`src/rtl/twiddle_seq_gen.sv`:
```
// Radix-2 DIT twiddle sequence generator: streams W_N^k for one FFT stage over valid/ready.
// Optional macro TWIDDLE_INV_EN adds req_inv, which conjugates the stream for IFFT use.
module twiddle_seq_gen #(
  parameter int DATA_W = 16,
  parameter int FRAC_W = 8,
  parameter int LOG2_N = 4,
  localparam int STAGE_W = ($clog2(LOG2_N) < 1) ? 1 : $clog2(LOG2_N),
  localparam int IDX_W = LOG2_N - 1
) (
  input  logic               clk,
  input  logic               rst_n,
  input  logic               req_valid,
  output logic               req_ready,
  input  logic [STAGE_W-1:0] req_stage,
`ifdef TWIDDLE_INV_EN
  input  logic               req_inv,
`endif
  output logic               tw_valid,
  input  logic               tw_ready,
  output logic [DATA_W-1:0]  tw_re,
  output logic [DATA_W-1:0]  tw_im,
  output logic [IDX_W-1:0]   tw_idx,
  output logic               tw_last,
  output logic               stage_err
);

  localparam int N = 1 << LOG2_N;
  localparam int QTR = N / 4;
  localparam int TBL_W = FRAC_W + 1;
  localparam logic [IDX_W-1:0] J_LAST = IDX_W'(N / 2 - 1);
  localparam logic [IDX_W-1:0] QTR_V = IDX_W'(QTR);

  typedef enum logic [1:0] {IDLE, RUN, DRAIN} state_t;

  // Taylor series keeps the quarter-wave table a pure elaboration-time constant.
  function automatic int sin_lut(input int i);
    real x, term, sum;
    x = 2.0 * 3.14159265358979323846 * real'(i) / real'(N);
    term = x;
    sum = x;
    for (int n = 1; n < 12; n++) begin
      term = -term * x * x / ((2.0 * n) * (2.0 * n + 1.0));
      sum += term;
    end
    return $rtoi(sum * real'(1 << FRAC_W) + 0.5);
  endfunction

  logic [TBL_W-1:0] tbl [QTR+1];

  for (genvar g = 0; g <= QTR; g++) begin : g_tbl
    localparam int TBL_VAL = sin_lut(g);
    assign tbl[g] = TBL_W'(TBL_VAL);
  end

  state_t             state_q, state_d;
  logic [IDX_W-1:0]   j_q, j_d;
  logic [STAGE_W-1:0] s_q, s_d;
  logic               inv_q, inv_d;
  logic               req_ready_q, req_ready_d;
  logic               stage_err_q, stage_err_d;

  logic               s1_valid_q, s1_valid_d;
  logic               s1_last_q, s1_last_d;
  logic [IDX_W-1:0]   s1_k_q, s1_k_d;
  logic [IDX_W-1:0]   s1_re_addr_q, s1_re_addr_d;
  logic [IDX_W-1:0]   s1_im_addr_q, s1_im_addr_d;
  logic               s1_re_neg_q, s1_re_neg_d;
  logic               s1_im_neg_q, s1_im_neg_d;

  logic               tw_valid_q, tw_valid_d;
  logic               tw_last_q, tw_last_d;
  logic [IDX_W-1:0]   tw_idx_q, tw_idx_d;
  logic [DATA_W-1:0]  tw_re_q, tw_re_d;
  logic [DATA_W-1:0]  tw_im_q, tw_im_d;

  logic               stall, issue, req_inv_c;
  logic [IDX_W-1:0]   mask_c, k_c;
  logic [DATA_W-1:0]  re_ext_c, im_ext_c;

`ifdef TWIDDLE_INV_EN
  assign req_inv_c = req_inv;
`else
  assign req_inv_c = 1'b0;
`endif

  assign stall = tw_valid_q & ~tw_ready;
  assign issue = (state_q == RUN) & ~stall;

  always_comb begin
    state_d     = state_q;
    j_d         = j_q;
    s_d         = s_q;
    inv_d       = inv_q;
    req_ready_d = req_ready_q;
    stage_err_d = stage_err_q;
    case (state_q)
      IDLE: begin
        if (req_valid) begin
          state_d     = RUN;
          j_d         = '0;
          inv_d       = req_inv_c;
          req_ready_d = 1'b0;
          if (int'(req_stage) >= LOG2_N) begin
            stage_err_d = 1'b1;
            s_d         = STAGE_W'(LOG2_N - 1);
          end else begin
            stage_err_d = 1'b0;
            s_d         = req_stage;
          end
        end
      end
      RUN: begin
        if (issue) begin
          j_d = j_q + IDX_W'(1);
          if (j_q == J_LAST) state_d = DRAIN;
        end
      end
      DRAIN: begin
        if (tw_valid_q && tw_ready && tw_last_q) begin
          state_d     = IDLE;
          req_ready_d = 1'b1;
        end
      end
      default: state_d = IDLE;
    endcase
  end

  // Stage 1: exponent k from butterfly index, then fold into the quarter-wave table.
  always_comb begin
    mask_c = IDX_W'((1 << s_q) - 1);
    k_c    = IDX_W'(32'(j_q & mask_c) << (IDX_W - 32'(s_q)));

    s1_valid_d   = s1_valid_q;
    s1_last_d    = s1_last_q;
    s1_k_d       = s1_k_q;
    s1_re_addr_d = s1_re_addr_q;
    s1_im_addr_d = s1_im_addr_q;
    s1_re_neg_d  = s1_re_neg_q;
    s1_im_neg_d  = s1_im_neg_q;
    if (!stall) begin
      s1_valid_d  = issue;
      s1_last_d   = issue && (j_q == J_LAST);
      s1_k_d      = k_c;
      s1_im_neg_d = inv_q;
      if (k_c <= QTR_V) begin
        s1_re_addr_d = QTR_V - k_c;
        s1_im_addr_d = k_c;
        s1_re_neg_d  = 1'b0;
      end else begin
        s1_re_addr_d = k_c - QTR_V;
        s1_im_addr_d = IDX_W'(N / 2 - int'(k_c));
        s1_re_neg_d  = 1'b1;
      end
    end
  end

  // Stage 2: table lookup, sign application and output register.
  always_comb begin
    re_ext_c = DATA_W'(tbl[s1_re_addr_q]);
    im_ext_c = DATA_W'(tbl[s1_im_addr_q]);

    tw_valid_d = tw_valid_q;
    tw_last_d  = tw_last_q;
    tw_idx_d   = tw_idx_q;
    tw_re_d    = tw_re_q;
    tw_im_d    = tw_im_q;
    if (!stall) begin
      tw_valid_d = s1_valid_q;
      tw_last_d  = s1_valid_q & s1_last_q;
      if (s1_valid_q) begin
        tw_idx_d = s1_k_q;
        tw_re_d  = s1_re_neg_q ? -re_ext_c : re_ext_c;
        tw_im_d  = s1_im_neg_q ? -im_ext_c : im_ext_c;
      end
    end
  end

  always_ff @(posedge clk or negedge rst_n) begin
    if (!rst_n) begin
      state_q      <= IDLE;
      j_q          <= '0;
      s_q          <= '0;
      inv_q        <= 1'b0;
      req_ready_q  <= 1'b1;
      stage_err_q  <= 1'b0;
      s1_valid_q   <= 1'b0;
      s1_last_q    <= 1'b0;
      s1_k_q       <= '0;
      s1_re_addr_q <= '0;
      s1_im_addr_q <= '0;
      s1_re_neg_q  <= 1'b0;
      s1_im_neg_q  <= 1'b0;
      tw_valid_q   <= 1'b0;
      tw_last_q    <= 1'b0;
      tw_idx_q     <= '0;
      tw_re_q      <= '0;
      tw_im_q      <= '0;
    end else begin
      state_q      <= state_d;
      j_q          <= j_d;
      s_q          <= s_d;
      inv_q        <= inv_d;
      req_ready_q  <= req_ready_d;
      stage_err_q  <= stage_err_d;
      s1_valid_q   <= s1_valid_d;
      s1_last_q    <= s1_last_d;
      s1_k_q       <= s1_k_d;
      s1_re_addr_q <= s1_re_addr_d;
      s1_im_addr_q <= s1_im_addr_d;
      s1_re_neg_q  <= s1_re_neg_d;
      s1_im_neg_q  <= s1_im_neg_d;
      tw_valid_q   <= tw_valid_d;
      tw_last_q    <= tw_last_d;
      tw_idx_q     <= tw_idx_d;
      tw_re_q      <= tw_re_d;
      tw_im_q      <= tw_im_d;
    end
  end

  assign req_ready = req_ready_q;
  assign stage_err = stage_err_q;
  assign tw_valid  = tw_valid_q;
  assign tw_last   = tw_last_q;
  assign tw_idx    = tw_idx_q;
  assign tw_re     = tw_re_q;
  assign tw_im     = tw_im_q;

endmodule

```
`config.mk`:
```
export PLATFORM = sky130hd
export DESIGN_NAME = twiddle_seq_gen
export DESIGN_NICKNAME = d
export VERILOG_FILES = /design/src/rtl/twiddle_seq_gen.sv
export SDC_FILE = /design/constraint.sdc
export NUM_CORES = 1
export LEC_CHECK = 0
export CAP_MARGIN = 20
export CORE_MARGIN = 10
export CORE_UTILIZATION = 56
export DETAILED_ROUTE_END_ITERATION = 7
export DONT_BUFFER_PORTS = 1
export GPL_ROUTABILITY_DRIVEN = 1
export PLACE_DENSITY_LB_ADDON = 0.25
export REMOVE_ABC_BUFFERS = 1
export SLEW_MARGIN = 20
export SYNTH_ARGS = -nofsm -noshare
export SYNTH_HDL_FRONTEND = slang
export SYNTH_SLANG_ARGS = --single-unit
```
`constraint.sdc`:
```
create_clock -name clk -period 1.7 [get_ports clk]
set_input_delay 0.34 -clock clk [delete_from_list [all_inputs] [get_ports clk]]
set_output_delay 0.34 -clock clk [all_outputs]
set_load 0.01 [all_outputs]
```
## Word level (Yosys, flattened, before mapping)

Memory sizes are Yosys's and may differ from the RTL's. A register that Yosys moved wholly into a read port is not among the register bits.
Cells that the tools add are included.

| word-level totals | value |
|---|---|
| bits in read-only memories | 144 |
| word-level logic and storage cells | 71 |
| output and inout bits | 39 |
| input bits | 6 |
| memories | 2 |
| register bits | 41 |

Memory list:

| memory | words | bits a word | rd ports | clocked after memory_dff | write ports | RTL line | RTL |
|---|---|---|---|---|---|---|---|
| (name not given) | 8 | 9 | 1 | 1 | 0 | 160 | `im_ext_c = DATA_W'(tbl[s1_im_addr_q]);` |
| (name not given) | 8 | 9 | 1 | 0 | 0 | 159 | `re_ext_c = DATA_W'(tbl[s1_re_addr_q]);` |

| cells by class | value |
|---|---|
| equal/unequal tests | 7 |
| add/sub/neg operators | 7 |
| reduce and logical (&&, ||, !) cells | 12 |
| muxes and demuxes | 17 |
| bitwise operators | 8 |
| order comparisons | 2 |
| shifts and indexed selects | 2 |

Operators by type and width:

| operator | count |
|---|---|
| $shl 3x32->3 | 1 |
| $mux 9 | 2 |
| $mux 16 | 1 |
| $neg 9->16 | 1 |
| $mux 3 | 4 |
| $mux 2 | 4 |
| $not 3->4 | 2 |
| $ne 2x2->1 const B | 3 |
| $pmux 2 s3 | 1 |
| $pmux 3 s2 | 1 |
| $reduce_and 3->1 | 2 |
| $ge 4x4->1 const B | 1 |
| $reduce_and 2->1 | 2 |
| $reduce_and 4->1 | 1 |
| $reduce_bool 2->1 | 2 |
| $add 3x1->3 const B | 1 |
| $and 1x1->1 | 3 |
| $and 3x3->3 | 1 |
| $eq 3x3->1 const B | 1 |
| $le 3x3->1 const B | 1 |
| $logic_and 1x1->1 | 3 |
| $mux 1 | 3 |
| $shl 1x2->3 const A | 1 |
| $sub 1x3->3 const A | 1 |
| other kinds (11) | 12 |

## Depth between registers and ports, before layout

| depth | value |
|---|---|
| depth after elaboration | 6 |
| gate-level depth with buffers | 8 |
| mapped depth without buffers | 7 |

## Worst setup path before layout

Ideal clock, no wire load.

| path | value |
|---|---|
| kind | register -> register |
| start | register s1_re_addr_q[2] |
| end | register tw_re_q[5], in the netlist tw_re[5] |
| setup time | 0.064 ns |
| period minus slack after synthesis | 1.714 ns |
| cell stages (with the launch flop) | 9 |
| data required time | 1.636 ns |
| path slack | -0.014 ns |
| arrival | 1.650 ns |
| buffers on the path | 1 |
| cells stage by stage | dfrtp_1 -> buf_8 -> nor2_1 -> nand2_1 -> ha_1 -> and2b_4 -> nor3_1 -> a211oi_1 -> a21o_1 |

| on the way | value |
|---|---|
| cells in the longest elaborated chain, start to end | 6 |

Ends and longest elaborated chain:

| what | RTL line | RTL |
|---|---|---|
| start, declared | 65 | `logic [IDX_W-1:0] s1_re_addr_q, s1_re_addr_d;` |
| start signal, assigned | 208 | `s1_re_addr_q <= s1_re_addr_d;` |
| $not 3->4 (implied by the code) (*) | 159 |  |
| $mem_v2 8x9 (*) | n/a |  |
| $mux 9 (implied by the code) (*) (2 in series) | 159 |  |
| $neg 9->16 | 172 | `tw_re_d = s1_re_neg_q ? -re_ext_c : re_ext_c;` |
| $mux 16 (*) | 172 |  |
| end signal, assigned | 215 | `tw_re_q <= tw_re_d;` |
| end, declared | 73 | `logic [DATA_W-1:0] tw_re_q, tw_re_d;` |

Every way passes the cells marked *; elsewhere a longest branch is shown, timed or not. The select of a mux whose other input is x is not followed.
A chain may end at the register's enable or synchronous reset.

## Worst setup path in the final report

| path | value |
|---|---|
| start | register s1_re_addr_q[1] |
| end | register tw_re_q[8], in the netlist tw_re[8] |

The elaborated chain is that of the path after synthesis.

==> metrics.txt <==
# TYPE chip_impl_metric gauge
chip_impl_info{name="status",value="finished clean"} 1
chip_impl_metric{name="clock_path_buffers",unit=""} 2
chip_impl_metric{name="grt_start_max_net_pins",unit=""} 47
chip_impl_metric{name="num_rows",unit=""} 22
chip_impl_metric{name="insertedDiodeCount",unit=""} 0
chip_impl_metric{name="layout-drive-gt1-share",unit="%"} 19.7
chip_impl_info{name="yosys_most_used_dff",value="sky130_fd_sc_hd__dfrtp_1"} 1
chip_impl_metric{name="setup_viol_count_final",unit=""} 0
chip_impl_info{name="cts_tree",value="yes"} 1
chip_impl_metric{name="ir_worst_vdd",unit="mV"} 1.18
chip_impl_info{name="most_frequent_standard_cell_in_the_layout_excluding_fill_and_tap_cells",value="sky130_fd_sc_hd__dfrtp_1"} 1
chip_impl_info{name="worst_hold_path_type",value="input pin to flip-flop"} 1
chip_impl_metric{name="arrival",unit="ps"} 1860
chip_impl_metric{name="avg_inst_size_synth",unit="um^2"} 10.7
chip_impl_metric{name="timing.final.hold_violations",unit=""} 0
chip_impl_metric{name="fmaxAchievable",unit="MHz"} 602
chip_impl_metric{name="port_buffers",unit=""} 0
chip_impl_info{name="crit_path_cell_trace",value="nor2_4 > nand2_1 > ha_4 > or3b_1 > a21oi_2 > a211oi_1 > a21o_1"} 1
chip_impl_info{name="synthTopCellsByArea",value="sky130_fd_sc_hd__dfrtp_1, sky130_fd_sc_hd__nand2_1, sky130_fd_sc_hd__buf_4"} 1
chip_impl_metric{name="rrSetupSlack",unit="ps"} 40
chip_impl_info{name="crit_path_top_delay_cell",value="sky130_fd_sc_hd__dfrtp_2"} 1
chip_impl_metric{name="wire_per_inst",unit="um"} 16.3
chip_impl_metric{name="area_growth",unit="%"} 9.95
chip_impl_metric{name="htree_num_levels",unit=""} 2
chip_impl_metric{name="timing.critical_path.buf_inv",unit=""} 0
chip_impl_metric{name="floorplan.initialDensity",unit="%"} 58.6
chip_impl_metric{name="static_leakage_power",unit="nW"} 1.16
chip_impl_metric{name="track_usage",unit="%"} 13.1
chip_impl_metric{name="wl_met1",unit="um"} 1640
chip_impl_metric{name="worst_setup_hold_path_clk_slew",unit="ps"} 90
chip_impl_metric{name="clock_sink_count",unit=""} 46
chip_impl_metric{name="setup_total_negative_slack",unit="ps"} 0
chip_impl_metric{name="placeable_area",unit="um^2"} 3690
chip_impl_info{name="most-common-layout-cells",value="sky130_fd_sc_hd__dfrtp_1, sky130_fd_sc_hd__nand2_1, sky130_fd_sc_hd__o21ai_0"} 1
chip_impl_info{name="synth_top_cell_by_area",value="sky130_fd_sc_hd__dfrtp_1"} 1
chip_impl_metric{name="drt.antenna.violating_nets",unit=""} 0
chip_impl_metric{name="netlist.area_leader.share",unit="%"} 52.1
chip_impl_metric{name="via_count_of_the_first_global_routing_pass",unit=""} 1533
chip_impl_metric{name="first_iter_violations",unit=""} 81
chip_impl_metric{name="post-place-ws",unit="ps"} -48.0
chip_impl_metric{name="die_height",unit="um"} 82.2
chip_impl_metric{name="die-width",unit="um"} 82.2
chip_impl_metric{name="synth_cells",unit=""} 202
chip_impl_metric{name="setup_ws",unit="ps"} 37.8
chip_impl_metric{name="power.density",unit="nW/um^2"} 1840
chip_impl_metric{name="vias_per_cell",unit=""} 5.59
chip_impl_info{name="top_layer",value="met4"} 1
chip_impl_metric{name="drv_cap",unit=""} 0
chip_impl_metric{name="design.portCount",unit=""} 45
chip_impl_metric{name="yosysSeqAreaShare",unit="%"} 53.3
chip_impl_metric{name="yosysWarnings",unit=""} 0
chip_impl_metric{name="worstSkewPairLatency",unit="ps"} 300
chip_impl_metric{name="total_die_area",unit="um^2"} 6750
chip_impl_metric{name="maxSlewViolCount",unit=""} 0
chip_impl_metric{name="cp_max_fanout",unit=""} 4
chip_impl_metric{name="wl_met3",unit="um"} 446
chip_impl_metric{name="grt_first_pass_wirelength",unit="um"} 6960
chip_impl_metric{name="cts_made_buffers",unit=""} 5
chip_impl_info{name="clock_tree.root_cell",value="sky130_fd_sc_hd__clkbuf_8"} 1
chip_impl_info{name="path_delay_family",value="simple AND/OR/NAND/NOR gates"} 1
chip_impl_info{name="worstSetupEndpointType",value="flip-flop"} 1
chip_impl_metric{name="met2_wirelength",unit="um"} 2080
chip_impl_metric{name="finalWirelength",unit="um"} 4250
chip_impl_metric{name="nets",unit=""} 223
chip_impl_metric{name="first_pass_iters",unit=""} 4
chip_impl_metric{name="ys_ff_latch",unit=""} 46
chip_impl_metric{name="filler_cell_count_in_the_final_layout",unit=""} 296
chip_impl_metric{name="place.detailed.hpwl",unit="um"} 3110
chip_impl_metric{name="finalWeightedCongestion",unit=""} 0.825
chip_impl_metric{name="synth_cell_type_count",unit=""} 40
chip_impl_metric{name="post_synth_instance_area",unit="um^2"} 2160
chip_impl_metric{name="final.hold.worst_slack",unit="ps"} 184
chip_impl_metric{name="routed-via-count",unit=""} 1460
chip_impl_metric{name="final_period_minus_worst_setup_slack",unit="ps"} 1660
chip_impl_metric{name="fin_crit_sh",unit="%"} 97.8
chip_impl_metric{name="globalRoute.totalOverflow",unit=""} 0
chip_impl_info{name="criticalPathCategory",value="flip-flop to flip-flop"} 1
chip_impl_metric{name="skew",unit="ps"} 6.81
chip_impl_metric{name="synth_enable_flop_cells",unit=""} 0
chip_impl_metric{name="antenna_violations_before_repair",unit=""} 0
chip_impl_metric{name="postSynth.asyncResetShare",unit="%"} 100
chip_impl_metric{name="critical-path-max-stage-delay",unit="ps"} 440
chip_impl_metric{name="drc",unit=""} 0
chip_impl_info{name="worstSetupStartpointType",value="flip-flop"} 1
chip_impl_metric{name="required",unit="ps"} 1900
## path summary, 6_finish.rpt
path                       depth (start not counted)         to       startpoint
min                                                1     s_q[0]     req_stage[0]
min in group asynchronous                          2  tw_re[11]            rst_n
min reg2reg                                        2  req_ready        req_ready
max in group asynchronous                          2  req_ready            rst_n
max reg2reg                                        7   tw_re[8]  s1_re_addr_q[1]
max                                                7   tw_re[8]  s1_re_addr_q[1]
## cells by family after synthesis
group | Yosys count | share of synthesized area [%]
AND/OR/NAND/NOR | 59 | 13.7
XOR/XNOR | 1 | 0.405
flip-flops | 46 | 53.3
multiplexers | 9 | 4.51
buffers and inverters | 24 | 7.06
other | 1 | 0.173
adder cells (fa/ha/maj) | 5 | 2.89
AO/OA/AOI/OAI | 57 | 18.0
## Yosys cell counts, types with 2 or more instances
master and n:
sky130_fd_sc_hd__a211oi_1 3, sky130_fd_sc_hd__a21o_1 11, sky130_fd_sc_hd__a21oi_1 7, sky130_fd_sc_hd__a22o_1 5, sky130_fd_sc_hd__buf_2 5, sky130_fd_sc_hd__buf_4 12, sky130_fd_sc_hd__dfrtp_1 45, sky130_fd_sc_hd__ha_1 5
sky130_fd_sc_hd__inv_1 5, sky130_fd_sc_hd__mux2_2 6, sky130_fd_sc_hd__mux2i_1 3, sky130_fd_sc_hd__nand2_1 30, sky130_fd_sc_hd__nand2b_1 7, sky130_fd_sc_hd__nand3_1 4, sky130_fd_sc_hd__nor2_1 6, sky130_fd_sc_hd__nor3b_2 2
sky130_fd_sc_hd__o21ai_0 16, sky130_fd_sc_hd__o21ai_1 4, sky130_fd_sc_hd__o31ai_1 5
## power by group
part           total (W)  switching (W)  internal [W]
combinational    0.00157       0.000823      0.000751
sequential       0.00212       0.000575       0.00154
clock           0.000680       0.000384      0.000297
## metal layers
metal,up-vias,global-route usage (%)
met4,0,5.61
met1,703,14.1
li1,698,-
met3,9,5.72
met5,-,0
met2,50,21.9
## final cells by class
cell class | count | area [um^2] | share of cell area, %
sequential | 46 | 1150 | 48.6
multi-input combinational | 139 | 916 | 38.5
timing repair buffer | 15 | 135 | 5.68
clock buffer | 5 | 68.8 | 2.89
tap | 48 | 60.1 | 2.52
clock inverter | 3 | 25.0 | 1.05
inverter | 5 | 18.8 | 0.789
## sequential cells by signal (all words and copies together), names as in the netlist, 3 cells and up
name and count:
j_q 3, s1_k_q 3, tw_idx 3, tw_im 7, tw_re 16
## per-stage QoR
stage	std cells	utilization [%]	power, W	area (um^2)
floorplan	190	-	0.00309	2060
detailed placement	249	59.6	0.00362	2200
global route	261	64.5	0.00473	2380
global placement	249	59.6	0.00351	2200
CTS	261	63.6	0.00435	2340
finish	261	64.5	0.00437	2380
## repair_timing
item / CTS / global route
pin swaps: 1 / 0
hold endpoints to repair: 46 / 0
setup endpoints to repair: 7 / 11
resized for setup: 0 / 8
buffers inserted: 2 / 0
hold buffers: 2 / 0
(Power assumes the default switching activity.)
